[src/rtl/core_host_ctrl_if.sv]
// Host-side bundle for core_host_ctrl: byte streams in/out, data-memory host port, core Start/Done.
// Latency: none, wiring only.
// Backpressure: ready/valid on both byte streams; the memory port has no stall.
interface core_host_ctrl_if;
    logic       in_valid;
    logic [7:0] in_data;
    logic       in_ready;
    logic       out_valid;
    logic [7:0] out_data;
    logic       out_ready;
    logic       mem_wr_en;
    logic       mem_rd_en;
    logic [7:0] mem_addr;
    logic [7:0] mem_wdata;
    logic [7:0] mem_rdata;
    logic       Start;
    logic       Done;
    logic       busy;
    logic       timeout_err;

    modport master (
        input  in_valid, in_data, out_ready, mem_rdata, Done,
        output in_ready, out_valid, out_data, mem_wr_en, mem_rd_en,
               mem_addr, mem_wdata, Start, busy, timeout_err
    );

    modport slave (
        output in_valid, in_data, out_ready, mem_rdata, Done,
        input  in_ready, out_valid, out_data, mem_wr_en, mem_rd_en,
               mem_addr, mem_wdata, Start, busy, timeout_err
    );
endinterface

[src/rtl/core_host_ctrl.sv]
// Host-side job sequencer for the 9-bit core: load input bytes, pulse Start, await Done, drain results.
// Latency: memory write one cycle after byte acceptance; result byte valid two cycles after its read issues.
// Backpressure: in_ready low outside LOAD; out_valid/out_data held until out_ready, next read waits for a free slot.
module core_host_ctrl #(
    parameter int LOAD_BASE  = 0,
    parameter int LOAD_LEN   = 64,
    parameter int RES_BASE   = 64,
    parameter int RES_LEN    = 32,
    parameter int START_HOLD = 2,
    parameter int TIMEOUT    = 4096
) (
    input  logic               Clk,
    input  logic               Reset,
    core_host_ctrl_if.master   hif
);

    localparam logic [7:0]  LB        = 8'(LOAD_BASE);
    localparam logic [7:0]  RB        = 8'(RES_BASE);
    localparam logic [8:0]  LOAD_LAST = 9'(LOAD_LEN - 1);
    localparam logic [8:0]  RES_END   = 9'(RES_LEN);
    localparam logic [8:0]  RES_LAST  = 9'(RES_LEN - 1);
    localparam logic [31:0] HOLD_LAST = 32'(START_HOLD - 1);
    localparam logic [31:0] TMO_LAST  = 32'(TIMEOUT - 1);

    typedef enum logic [2:0] {
        S_LOAD  = 3'd0,
        S_START = 3'd1,
        S_RUN   = 3'd2,
        S_DRAIN = 3'd3,
        S_ERR   = 3'd4
    } state_t;

    state_t      state, state_nxt;
    logic [8:0]  cnt;        // bytes accepted in LOAD, reads issued in DRAIN
    logic [8:0]  cons_cnt;
    logic [31:0] tick;       // cycles spent in START or RUN
    logic        rd_pend;
    logic        wr_en_q;
    logic [7:0]  wr_addr_q;
    logic [7:0]  wdata_q;
    logic        out_valid_q;
    logic [7:0]  out_data_q;
    logic        terr_q;

    logic accept, consume, rd_issue, drain_last;

    assign accept     = (state == S_LOAD) && hif.in_valid;
    assign consume    = out_valid_q && hif.out_ready;
    // A slot being consumed this cycle counts as free, giving one byte per two cycles.
    assign rd_issue   = (state == S_DRAIN) && !rd_pend && (!out_valid_q || hif.out_ready)
                        && (cnt < RES_END);
    assign drain_last = (state == S_DRAIN) && consume && (cons_cnt == RES_LAST);

    always_ff @(posedge Clk) begin
        if (Reset) state <= S_LOAD;
        else       state <= state_nxt;
    end

    always_comb begin
        state_nxt = state;
        case (state)
            S_LOAD:  if (accept && cnt == LOAD_LAST) state_nxt = S_START;
            S_START: if (tick == HOLD_LAST)          state_nxt = S_RUN;
            // First RUN cycle ignores Done so a stale flag from the last job is dropped.
            S_RUN: begin
                if (tick != '0 && hif.Done)  state_nxt = S_DRAIN;
                else if (tick == TMO_LAST)   state_nxt = S_ERR;
            end
            S_DRAIN: if (drain_last) state_nxt = S_LOAD;
            S_ERR:   state_nxt = S_ERR;
            default: state_nxt = S_LOAD;
        endcase
    end

    always_ff @(posedge Clk) begin
        if (Reset) begin
            cnt         <= '0;
            cons_cnt    <= '0;
            tick        <= '0;
            rd_pend     <= 1'b0;
            wr_en_q     <= 1'b0;
            wr_addr_q   <= '0;
            wdata_q     <= '0;
            out_valid_q <= 1'b0;
            out_data_q  <= '0;
            terr_q      <= 1'b0;
        end else begin
            wr_en_q <= accept;
            if (accept) begin
                wr_addr_q <= LB + cnt[7:0];
                wdata_q   <= hif.in_data;
                cnt       <= (cnt == LOAD_LAST) ? 9'd0 : cnt + 9'd1;
            end

            if (state_nxt != state)
                tick <= '0;
            else if (state == S_START || state == S_RUN)
                tick <= tick + 32'd1;

            rd_pend <= rd_issue;
            if (rd_issue)
                cnt <= cnt + 9'd1;

            if (rd_pend) begin
                out_data_q  <= hif.mem_rdata;
                out_valid_q <= 1'b1;
            end else if (consume) begin
                out_valid_q <= 1'b0;
            end

            if (consume)
                cons_cnt <= cons_cnt + 9'd1;
            if (drain_last) begin
                cnt      <= '0;
                cons_cnt <= '0;
            end

            if (state == S_RUN && state_nxt == S_ERR)
                terr_q <= 1'b1;
        end
    end

    always_comb begin
        hif.in_ready    = (state == S_LOAD);
        hif.busy        = (state != S_LOAD);
        hif.Start       = (state == S_START);
        hif.mem_wr_en   = wr_en_q;
        hif.mem_rd_en   = rd_issue;
        hif.mem_addr    = rd_issue ? (RB + cnt[7:0]) : wr_addr_q;
        hif.mem_wdata   = wdata_q;
        hif.out_valid   = out_valid_q;
        hif.out_data    = out_data_q;
        hif.timeout_err = terr_q;
    end

endmodule

[src/flat_wrapper.sv]
// flat-port wrapper written by rule: the top's interface ports become plain ports
module core_host_ctrl_flat 
#(
    parameter int LOAD_BASE  = 0,
    parameter int LOAD_LEN   = 64,
    parameter int RES_BASE   = 64,
    parameter int RES_LEN    = 32,
    parameter int START_HOLD = 2,
    parameter int TIMEOUT    = 4096
)
  (Clk, Reset, hif_in_valid, hif_in_data, hif_out_ready, hif_mem_rdata, hif_Done, hif_in_ready, hif_out_valid, hif_out_data, hif_mem_wr_en, hif_mem_rd_en, hif_mem_addr, hif_mem_wdata, hif_Start, hif_busy, hif_timeout_err);
  core_host_ctrl_if hif_i ();
  input  logic Clk;
  input  logic Reset;
  input wire logic [$bits(hif_i.in_valid)-1:0] hif_in_valid;
  input wire logic [$bits(hif_i.in_data)-1:0] hif_in_data;
  input wire logic [$bits(hif_i.out_ready)-1:0] hif_out_ready;
  input wire logic [$bits(hif_i.mem_rdata)-1:0] hif_mem_rdata;
  input wire logic [$bits(hif_i.Done)-1:0] hif_Done;
  output wire logic [$bits(hif_i.in_ready)-1:0] hif_in_ready;
  output wire logic [$bits(hif_i.out_valid)-1:0] hif_out_valid;
  output wire logic [$bits(hif_i.out_data)-1:0] hif_out_data;
  output wire logic [$bits(hif_i.mem_wr_en)-1:0] hif_mem_wr_en;
  output wire logic [$bits(hif_i.mem_rd_en)-1:0] hif_mem_rd_en;
  output wire logic [$bits(hif_i.mem_addr)-1:0] hif_mem_addr;
  output wire logic [$bits(hif_i.mem_wdata)-1:0] hif_mem_wdata;
  output wire logic [$bits(hif_i.Start)-1:0] hif_Start;
  output wire logic [$bits(hif_i.busy)-1:0] hif_busy;
  output wire logic [$bits(hif_i.timeout_err)-1:0] hif_timeout_err;
  assign hif_i.in_valid = hif_in_valid;
  assign hif_i.in_data = hif_in_data;
  assign hif_i.out_ready = hif_out_ready;
  assign hif_i.mem_rdata = hif_mem_rdata;
  assign hif_i.Done = hif_Done;
  assign hif_in_ready = hif_i.in_ready;
  assign hif_out_valid = hif_i.out_valid;
  assign hif_out_data = hif_i.out_data;
  assign hif_mem_wr_en = hif_i.mem_wr_en;
  assign hif_mem_rd_en = hif_i.mem_rd_en;
  assign hif_mem_addr = hif_i.mem_addr;
  assign hif_mem_wdata = hif_i.mem_wdata;
  assign hif_Start = hif_i.Start;
  assign hif_busy = hif_i.busy;
  assign hif_timeout_err = hif_i.timeout_err;
  core_host_ctrl #(.LOAD_BASE(LOAD_BASE), .LOAD_LEN(LOAD_LEN), .RES_BASE(RES_BASE), .RES_LEN(RES_LEN), .START_HOLD(START_HOLD), .TIMEOUT(TIMEOUT)) u_core (.Clk(Clk), .Reset(Reset), .hif(hif_i));
endmodule
[config.mk]
export PLATFORM = sky130hd
export DESIGN_NAME = core_host_ctrl_flat
export DESIGN_NICKNAME = d
export VERILOG_FILES = /design/src/rtl/core_host_ctrl_if.sv /design/src/rtl/core_host_ctrl.sv /design/src/flat_wrapper.sv
export SDC_FILE = /design/constraint.sdc
export NUM_CORES = 1
export LEC_CHECK = 0
export BUFFER_PORTS_ARGS = -buffer_cell sky130_fd_sc_hd__buf_4
export CAP_MARGIN = 0
export CORE_MARGIN = 10
export CORE_UTILIZATION = 57
export CTS_CLUSTER_SIZE = 25
export DETAILED_ROUTE_END_ITERATION = 7
export PLACE_DENSITY = 0.79
export SKIP_CTS_REPAIR_TIMING = 1
export SLEW_MARGIN = 0
export SYNTH_ARGS = -nofsm -noshare
export SYNTH_HDL_FRONTEND = slang
export SYNTH_SLANG_ARGS = --single-unit
[constraint.sdc]
create_clock -name Clk -period 2.65 [get_ports Clk]
set_input_delay 0.265 -clock Clk [delete_from_list [all_inputs] [get_ports Clk]]
set_output_delay 0.265 -clock Clk [all_outputs]
set_load 0.02 [all_outputs]
=== Yosys cells after proc, flatten, opt, wreduce, memory -nomap -nowiden ===
Index checks and enable logic that the tools add are counted.

* Input port bits: 21
* Flip-flop bits (word level): 81
* Output and inout port bits: 31
* Word-level logic and storage cells: 59

* Multiplexer cells: 12
* Equality and inequality tests: 10
* Reduce and logical (&&, ||, !) cells: 21
* $lt $le $gt $ge: 1
* Add/subtract/negate cells: 4

{| class="wikitable"
|+ Operators with widths
! cell !! count
|-
| $add A32 B1 Y32 const B || 1
|-
| $eq A32 B1 Y1 const B || 1
|-
| $eq A32 B12 Y1 const B || 1
|-
| $reduce_bool A32 Y1 || 1
|-
| $mux W9 || 3
|-
| $add A9 B1 Y9 const B || 2
|-
| $mux W3 || 5
|-
| $pmux W3 S5 || 1
|-
| $logic_and A1 B1 Y1 || 10
|-
| $eq A9 B5 Y1 const B || 1
|-
| $eq A9 B6 Y1 const B || 1
|-
| $lt A9 B6 Y1 const B || 1
|-
| $add A7 B8 Y8 const A || 1
|-
| $mux W8 || 1
|-
| $eq A3 B2 Y1 const B || 2
|-
| $eq A3 B3 Y1 const B || 2
|-
| $reduce_bool A2 Y1 || 2
|-
| $reduce_or A2 Y1 || 2
|-
| $eq A3 B1 Y1 const B || 1
|-
| $logic_not A3 Y1 || 1
|-
| $ne A3 B3 Y1 || 1
|-
| $reduce_bool A3 Y1 || 1
|-
| $logic_not A1 Y1 || 2
|-
| $logic_or A1 B1 Y1 || 2
|-
| $mux W1 || 2
|}

=== Logic depth before layout (Yosys ltp) ===
* Depth after elaboration: 7
* Gate-level depth with buffers: 8
* Depth with buffers taken out: 7

=== Worst setup path before layout ===
Ideal clock, no wire load.

* Path type: flip-flop to flip-flop
* Start point: register u_core.state[1]
* End point: register u_core.tick[31]
* Data arrival time: 2121 ps
* Library setup time: 129 ps
* Clock period less this slack: 2251 ps
* Setup slack: 399 ps
* Stages on the path, launching flop included: 9
* Path buffers: 3
* Data required time: 2521 ps
* Path through: dfxtp_1 buf_2 nor3_1 and2_0 clkbuf_1 a221oi_1 a211oi_2 buf_2 a211oi_1

* Word-level cells in the longest chain between the ends: 7
* Elaborated cells between the ends (all ways): 18
* Classes of those cells: 5 x eq/ne; 6 x mux; 7 x reduce/logical

{| class="wikitable"
|+ Ends and longest elaborated chain
! what !! RTL line !! source
|-
| from (decl) || core_host_ctrl.sv:33 || <nowiki>state_t state, state_nxt;</nowiki>
|-
| from (signal assigned) || core_host_ctrl.sv:56 || <nowiki>else state <= state_nxt;</nowiki>
|-
| $logic_not A3 Y1 (*) || n/a ||
|-
| named net hif_in_ready || flat_wrapper.sv:20 || <nowiki>output wire logic [$bits(hif_i.in_ready)-1:0] hif_in_ready;</nowiki>
|-
| $logic_and A1 B1 Y1 || core_host_ctrl.sv:47 || <nowiki>assign accept = (state == S_LOAD) && hif.in_valid;</nowiki>
|-
| $logic_and A1 B1 Y1 || core_host_ctrl.sv:62 || <nowiki>S_LOAD: if (accept && cnt == LOAD_LAST) state_nxt = S_START;</nowiki>
|-
| $mux W3 || core_host_ctrl.sv:62 ||
|-
| $pmux W3 S5 (*) || core_host_ctrl.sv:61 || <nowiki>case (state)</nowiki>
|-
| $ne A3 B3 Y1 (*) || core_host_ctrl.sv:95 || <nowiki>if (state_nxt != state)</nowiki>
|-
| $reduce_or A2 Y1 (no source line) (*) || n/a ||
|-
| to (signal assigned) || core_host_ctrl.sv:98 || <nowiki>tick <= tick + 32'd1;</nowiki>
|-
| to (decl) || core_host_ctrl.sv:36 || <nowiki>logic [31:0] tick;</nowiki>
|}

The timed path passes the listed nets; every way through them passes the cells marked *.
A chain may end at the register's enable or synchronous reset.

=== Final worst setup path ===
* Start point: register u_core.cnt[5]
* End point: output port hif_mem_addr[5]

* Word-level cells in the longest chain between the ends: 3
* Elaborated cells between the ends (all ways): 4
* Classes of those cells: 1 x add/sub; 1 x order compare; 1 x mux; 1 x reduce/logical

{| class="wikitable"
|+ Ends and longest elaborated chain
! what !! RTL line !! source
|-
| from (decl) || core_host_ctrl.sv:34 || <nowiki>logic [8:0] cnt;</nowiki>
|-
| from (signal assigned) || core_host_ctrl.sv:92 || <nowiki>cnt <= (cnt == LOAD_LAST) ? 9'd0 : cnt + 9'd1;</nowiki>
|-
| from (signal assigned) || core_host_ctrl.sv:102 || <nowiki>cnt <= cnt + 9'd1;</nowiki>
|-
| $lt A9 B6 Y1 || core_host_ctrl.sv:51 || <nowiki>&& (cnt < RES_END);</nowiki>
|-
| $logic_and A1 B1 Y1 || core_host_ctrl.sv:51 ||
|-
| $mux W8 (*) || core_host_ctrl.sv:129 || <nowiki>hif.mem_addr = rd_issue ? (RB + cnt[7:0]) : wr_addr_q;</nowiki>
|-
| to (decl) || flat_wrapper.sv:25 || <nowiki>output wire logic [$bits(hif_i.mem_addr)-1:0] hif_mem_addr;</nowiki>
|}

Every way passes the cells marked *; elsewhere a longest branch is shown, timed or not.

==> results.tsv <==
metric	value	unit
status	finished, final reports clean	
grt_first_pass_wirelength	14400	um
grt_setup_unrepaired	false	
leakagePower	1.71	nW
dieWidth	102	um
ant_nets	0	
p_comb_frac	0.048	
synth-main-ff-cell	dfxtp_1	
insertion_delay	0.36	ns
p_switching	0.542	mW
sw_frac_of_total	0.251	
ys_ff_latch	81	
async_reset_ff_frac	0	
slew_viol_final	0	
syn-num-nets	487	
worstSetupStartpoint	u_core.cnt[5]	
p_total	2.16	mW
initialDrtViolationCount	124	
setup_tns	0	ns
cts_made_buffers	9	
synth_enable_flop_cells	0	
core_area	0.00646	mm2
cts_tree	done	
htreeDepth	3	
r2r_cells	6	
drc	0	
peakVddDrop	0.000387	V
power_frac_clock	0.381	
yosysSeqAreaShare	0.419	
synth_most_common_cell	dfxtp_1	
syn_avg_cell_area	8.43	um2
synth.largest_area_cell	dfxtp_1	
startpoint_type	flip-flop	
grt_max_degree	37	
min_path_cells	3	
antenna_found_initial	0	
min_path_type	primary input to flip-flop	
yosysTopAreaCellShare	0.419	
slew_headroom	0.582	
arrival	2.20	ns
wl_per_cell	14.8	um
fin_nets	531	
area_growth	15.6	%
path_clk_slew	0.10	ns
place_hpwl	6210	um
die_h	102	um
dp.cells	569	
overflow	0	
grt_pass1_vias	3114	
setup_violations	0	
worst-r2r-setup-slack	0.36	ns
rr_startpoint	u_core.tick[8]	
vias_per_cell	5.72	
pin_count	52	
synthCells	459	
critical_path.endpoint_type	output pin	
drv_cap	0	
fmax	406	MHz
fin_crit_sh	0.929	
period_needed	2.46	ns
yosysUniqueCellTypes	47	
stdcell_count	585	
clock_path_buffers	2	
gp_congestion	0.796	
dieArea	0.0105	mm2
utilization	0.692	
vias	3347	
synth.area.top_cells	dfxtp_1, nand2_1, xor2_1	
crit_type	flip-flop to output pin	
required	2.38	ns
wirelength	8630	um
holdPathEnd	u_core.hif.out_data[2]	
critPathMaxFanout	12	
internal-power	1.62	mW
rows	29	
yosys_warnings	0	
hold_viol	0	
synth_common_cells	dfxtp_1, nand2_1, nor3_1, nor2_1, a21oi_1	
cts.sinks	81	
hp-start	hif_mem_rdata[2]	
portBuffers	51	
cts_root_buf	clkbuf_8	
grt_usage	0.167	
drtPass1Iterations	4	
drive_gt1_frac	0.167	
powerDensity	483	mW/mm2
finalClockSkew	0.0138	ns
r2r_end	u_core.tick[4]	
seqPwrFrac	0.571	
tightest_slew	0.626	ns
initial_core_util	0.599	
syn_area	0.00387	mm2
antenna_cells	0	
[registers in the layout (all words and copies together), names as in the netlist]
signal and count:
u_core.cnt 9, u_core.hif.mem_wdata 8, u_core.wr_addr_q 8, u_core.hif.out_data 8, u_core.hif.timeout_err 1, u_core.hif.out_valid 1, u_core.tick 32, u_core.hif.mem_wr_en 1
u_core.state 3, u_core.cons_cnt 9, u_core.rd_pend 1
[worst max path at each step]
| stage | cells past startpoint | slack (ns) | to |
|---|---|---|---|
| 2_1_floorplan | 8 | 0.40 | u_core.tick[31] |
| 3_3_place_gp | 6 | 0.46 | u_core.tick[1] |
| 3_5_place_dp | 6 | 0.38 | u_core.tick[17] |
| 4_1_cts | 4 | 0.18 | hif_mem_addr[5] |
| 5_1_grt | 4 | 0.14 | hif_mem_addr[5] |
| 6_report | 4 | 0.19 | hif_mem_addr[5] |
[metal layers]
metal | share of wire | global-route usage | vias to the layer above | wire length, um
met4 | 0.017 | 0.0716 | 0 | 144
met3 | 0.052 | 0.0344 | 10 | 448
met2 | 0.49 | 0.282 | 64 | 4200
met5 | 0 | 0 | - | 0
li1 | - | - | 1702 | -
met1 | 0.44 | 0.202 | 1571 | 3840
[cells in the final DEF, fill, tap and decap left out, types with 9 or more instances in the layout]
master | Yosys | final
dfxtp_1 | 81 | 81
nand2_1 | 68 | 68
buf_4 | 1 | 58
nor3_1 | 31 | 31
nor2_1 | 30 | 30
a21oi_1 | 28 | 28
xor2_1 | 21 | 21
nand4_1 | 19 | 19
xnor2_1 | 15 | 15
o21ai_0 | 13 | 13
inv_1 | 12 | 12
nor4_1 | 11 | 11
nand3_1 | 11 | 11
or3_1 | 11 | 11
and3_1 | 9 | 9
a211oi_1 | 9 | 9
clkbuf_8 | 0 | 9
[cells by family after synthesis]
family | synth area share
muxes | 0.0207
xor gates and xnor gates | 0.0815
buffers and inverters | 0.0408
and+or+nand+nor | 0.299
AOI/OAI and AO/OA | 0.116
adders and majority gates | 0.0226
DFF | 0.419
[per-stage QoR]
stage | setup WS (ns) | hold WS, ns | area, um2
2_1_floorplan | 0.399 | 0.401 | 3870
6_report | 0.187 | 0.136 | 4470
4_1_cts | 0.177 | 0.134 | 4470
3_5_place_dp | 0.378 | 0.447 | 4290
3_3_place_gp | 0.456 | 0.438 | 4290
5_1_grt | 0.136 | 0.141 | 4470
[area by class of cell]
| type | count | area (um2) |
|---|---|---|
| sequential | 81 | 1620 |
| fill | 565 | 1990 |
| clock buffer | 9 | 124 |
| multi-input combinational | 341 | 2100 |
| clock inverter | 7 | 53.8 |
| tap | 77 | 96.3 |
| timing repair buffer | 58 | 435 |
| inverter | 12 | 45.0 |
[critical path: stages (launching register included)]
cell and delay, ns:
dfxtp_1 0.35, or4_4 0.58, or4_4 0.55, and2_1 0.20, buf_4 0.15
[power groups by stage]
stage                     Sequential (mW)  Combinational [mW]  Clock [mW]
after floorplan                      1.27              0.0457           0
after global placement               1.26               0.102           0
after detailed placement             1.26               0.105           0
after CTS                            1.23               0.105       0.839
after global routing                 1.24               0.115       0.891
final                                1.23               0.104       0.822
Note: power is estimated with default switching activity, not from simulation.
